### config.mk
export PLATFORM = sky130hd
export DESIGN_NAME = demux_sel_seq
export DESIGN_NICKNAME = d
export VERILOG_FILES = /design/src/rtl/demux_sel_seq.sv
export SDC_FILE = /design/constraint.sdc
export NUM_CORES = 1
export LEC_CHECK = 0
export CAP_MARGIN = 25
export CORE_AREA = 2 2 39 41
export CTS_CLUSTER_DIAMETER = 40
export CTS_CLUSTER_SIZE = 14
export DETAILED_ROUTE_END_ITERATION = 10
export DIE_AREA = 0 0 41 43
export HOLD_SLACK_MARGIN = 0.06
export PLACE_DENSITY = 0.67
export RECOVER_POWER = 100
export SLEW_MARGIN = 20
export SYNTH_ARGS = -nofsm -noshare
export SYNTH_HDL_FRONTEND = slang
export SYNTH_SLANG_ARGS = --single-unit
### constraint.sdc
create_clock -name clk -period 1.2 [get_ports clk]
set_input_delay 0.24 -clock clk [delete_from_list [all_inputs] [get_ports clk]]
set_output_delay 0.24 -clock clk [all_outputs]
set_load 0.05 [all_outputs]
### src/rtl/demux_sel_seq.sv
// demux_sel_seq: serialises a 4-bit word onto a 1:4 demux as (s_out,I_out) pairs; ports clk/rst, in_valid/in_data/in_ready upstream, hold/s_out/I_out/out_valid/done downstream
module demux_sel_seq #(
  parameter int REV = 0
) (
  input  logic       clk,
  input  logic       rst,
  input  logic       in_valid,
  input  logic [3:0] in_data,
  output logic       in_ready,
  input  logic       hold,
  output logic [1:0] s_out,
  output logic       I_out,
  output logic       out_valid,
  output logic       done
);
  typedef enum logic [1:0] {IDLE = 2'd0, SHIFT = 2'd1, DONE = 2'd2} state_t;
  localparam logic [1:0] C_FIRST = (REV != 0) ? 2'd3 : 2'd0;
  localparam logic [1:0] C_LAST  = ~C_FIRST;
  state_t     r_state, w_next;
  logic [1:0] r_cnt, w_step;
  logic [3:0] r_word;
  logic       w_accept;
  assign w_accept = in_valid & in_ready;
  assign w_step   = (REV != 0) ? r_cnt - 2'd1 : r_cnt + 2'd1;
  always_ff @(posedge clk) begin
    if (rst) r_state <= IDLE;
    else     r_state <= w_next;
  end
  always_comb begin
    w_next = (r_state == IDLE)  ? (w_accept ? SHIFT : IDLE) :
             (r_state == SHIFT) ? ((!hold && r_cnt == C_LAST) ? DONE : SHIFT) :
                                  IDLE;
  end
  // cnt stops on the final index so s_out/I_out keep showing the last pair after the word
  always_ff @(posedge clk) begin
    if (rst) begin
      r_cnt  <= 2'd0;
      r_word <= 4'd0;
    end else if (w_accept) begin
      r_cnt  <= C_FIRST;
      r_word <= in_data;
    end else if (r_state == SHIFT && !hold && r_cnt != C_LAST) begin
      r_cnt  <= w_step;
    end
  end
  always_comb begin
    in_ready  = (r_state == IDLE) && !rst;
    out_valid = (r_state == SHIFT) && !hold;
    done      = (r_state == DONE);
    s_out     = r_cnt;
    I_out     = r_word[r_cnt];
  end
endmodule
==> metrics list <==
* Arrival time of data at the critical path endpoint: 1290 ps
- GRT overflow: 0
- Final setup viols: 12
* Kind of end point of the critical path: output pin
- The worst pin sits at a relative slew slack of 82.0%.
- Clk buf depth: 2
- The Yosys step of the flow raised 0 warnings.
- Synthesis inferred 8 register bits.
- # DRC: 0
* Violations in the final reports: negative setup slack
- Final period demand of the worst path: 1530 ps
* Die width: 41 um
- CTS root buffer: clkbuf_4
- In this run the vertical extent of the chip is 43 um.
- Cells with a size suffix above 1 make up 55.0% of the layout.
- Iteration-0 DRC Markers: 5
- Pin count of the biggest net entering global routing: 10
* DP HPWL: 625 um
- In this run the power density over the cells is 858 nW/um^2.
- The final hold violation count is 0.
- Highest net fanout along the worst path: 2
* Total core area: 1380 um^2
- DR vias/cell: 4.54
- Minimum setup slack after placement: -343 ps
* # clock sinks: 8
- Wires add up to between 800 and 900 um.
* Detailed route wirelength on metal3: 73 um
* Layout overhead on the synthesized area: 105%
* Leading post-synthesis cells by cell area: dfxtp_1, mux2i_1, nor4b_4
* Routed wire length per instance: 11.3 um
* Number of instances in the synthesized netlist: 32
* Critical path start-end classification: flop to output pin
- Compound-cell area share of the yosys netlist: 1.33%
* Adder-cell share of the synthesized area: 3.32%
- H-tree depth: 1
- Routability-driven placement congestion ratio: 0.744
- The synthesized netlist contains 14 unique library cells.
* Unrepaired setup endpoints after global routing: yes
- The final count of pins violating max slew is 0.
- Clock Pin Slew Worst Setup and Hold Paths: 60 ps
- Layout filler cell count: between 100 and 150
- The tightest min-delay check is of the flop to flop type.
- Final worst setup slack: -334 ps
- Post-route antenna net violation count: 0
* Combined area of the multi-input logic cells: 254 um^2
- Synthesized-area fraction occupied by xor and xnor cells: 2.33%
- The via count of the first global-routing pass was 378.
* Initial antenna violation count: 0
- Later-pin clock latency in the skew report: 250 ps
- The first detailed-routing pass ran for 3 iterations.
* Worst setup SP type: flop
* I/O Pins: 14
* Core Rows: 14
- TritonCTS created 3 clock buffers.
- Across all layers, the routed design uses 345 vias.
- Die footprint: ~1800 um^2
- TritonCTS built the clock tree.
- Summing every instance area after synthesis gives 377 um^2.
- In the synthesized netlist, mux cells make up between 10% and 20% of the area.
- Across every metal layer, demand over resource in global routing totals 13.3%.
- Across the whole layout, storage elements account for roughly 180 um^2.
* Fraction of the mapped netlist area in simple logic gates: 29.9%
- Library cell with the largest summed area after synthesis: dfxtp_1
- Power comes to between 0.6 and 0.7 mW.
- Worst-margin pin slew: 270 ps
- For this design the static power due to leakage is slightly above 0.3 nW.
- When the netlist entered floorplanning its net count stood at 41.
* Highest Clock Rate: 652 MHz
- Max-cap violations: 0
- The highest metal layer carrying signal wires in the routed design is met3.
- Wire length of the first global-routing pass: 1550 um
- Fraction of the cycle the final worst path needs: 128%
* Fin nets: 71
* Diodes inserted: 0
- After detailed routing, the met2 layer carries 443 um of wire.
- The library cells used most frequently in the layout, excluding fill and tap cells, are buf_4, buf_6, mux2i_1, clkdlybuf4s50_1, buf_12.
- Port bufs: 13
- Met1 routed wirelength after detailed routing: around 340 um
- The number of hold buffers added after CTS was 0.
- For this configuration, the core starts out at a cell density of 27.2%.
* Register area share after synthesis: 42.5%
* Main combinational cell family by area after synthesis: simple AND/OR/NAND/NOR gates
- Data required, critical path: 960 ps
* Yosys top cell area share: approximately 43%
- After synthesis, the mean cell area works out to 11.8 um^2.
- VDD sags by at most 714 uV.
- On the final layout, the worst clock skew is just under 7 ps.
- The flow ran to the end, but the final reports show violations.
path summary, 6_finish.rpt:
| path | startpoint | endpoint | slack (ps) | cells past startpoint |
|---|---|---|---|---|
| worst max-delay path | s_out[1]$_SDFFE_PP0P_ | I_out | -330 | 2 |
| worst min-delay path | r_word[1]$_SDFFE_PP0P_ | r_word[1]$_SDFFE_PP0P_ | 490 | 2 |
| worst max register to register | s_out[1]$_SDFFE_PP0P_ | s_out[1]$_SDFFE_PP0P_ | -240 | 6 |
| worst min register to register | r_word[1]$_SDFFE_PP0P_ | r_word[1]$_SDFFE_PP0P_ | 490 | 2 |
cells in the mapped netlist, drive strengths merged:
library cell and instances:
dfxtp 8, mux2i 5, nor2 4, nor3 4, nor4b 2, and3b 1, buf 1, ha 1
mux4 1, nand3b 1, nor2b 1, nor3b 1, o21ai 1, xnor2 1
final cells by class:
type                       count  area share (%)
timing repair buffer          26            38.9
sequential                     8            22.7
clock buffer                   3            2.92
tap                           16            2.59
multi-input combinational     23            32.9
kinds of logic (layout without fill, tap and decap cells):
family          Yosys count  count (layout)
xor+xnor                  1               1
buf+inv                   1              29
simple gates             14              14
fa+ha+maj                 1               1
flops                     8               8
mux                       6               6
compound gates            1               1
repair_timing:
item / 4_1_cts / 5_1_grt
resized for setup: 11 / 2
endpoints found under the setup margin: 10 / 11
setup buffers: 5 / 1
pin swaps: 4 / 3
gates cloned: 0 / 0
metrics by stage:
step / hold slack (ps) / cell area, um^2 / instances / util, % / TNS, ps
floorplan: 387 / 425 / 32 / - / -353
global placement: 477 / 664 / 67 / 48.0 / -2630
detailed placement: 482 / 664 / 67 / 48.0 / -2710
CTS: 497 / 759 / 75 / 54.9 / -938
global route: 518 / 772 / 76 / 55.8 / -2020
finish: 493 / 772 / 76 / 55.8 / -1180
registers in the layout (all words and copies together) (netlist names):
signal and count:
r_word 4, r_state 2, s_out 2
per-layer routing:
metal,GRT usage [%],vias to the layer above
li1,-,175
met1,16.0,156
met2,19.4,14
met3,7.85,0
met4,4.00,0
met5,0,-
worst max-delay path, stage by stage (launching register included):
cell and delay (ps):
dfxtp_4 350, mux4_2 520, buf_8 170
report_power, final:
| part | switching [mW] | internal (mW) | leakage, nW |
|---|---|---|---|
| clock | 0.0894 | 0.114 | 0.0138 |
| combinational | 0.0774 | 0.100 | 0.225 |
| sequential | 0.00874 | 0.272 | 0.0681 |
Power figures use the tool's default switching activity.
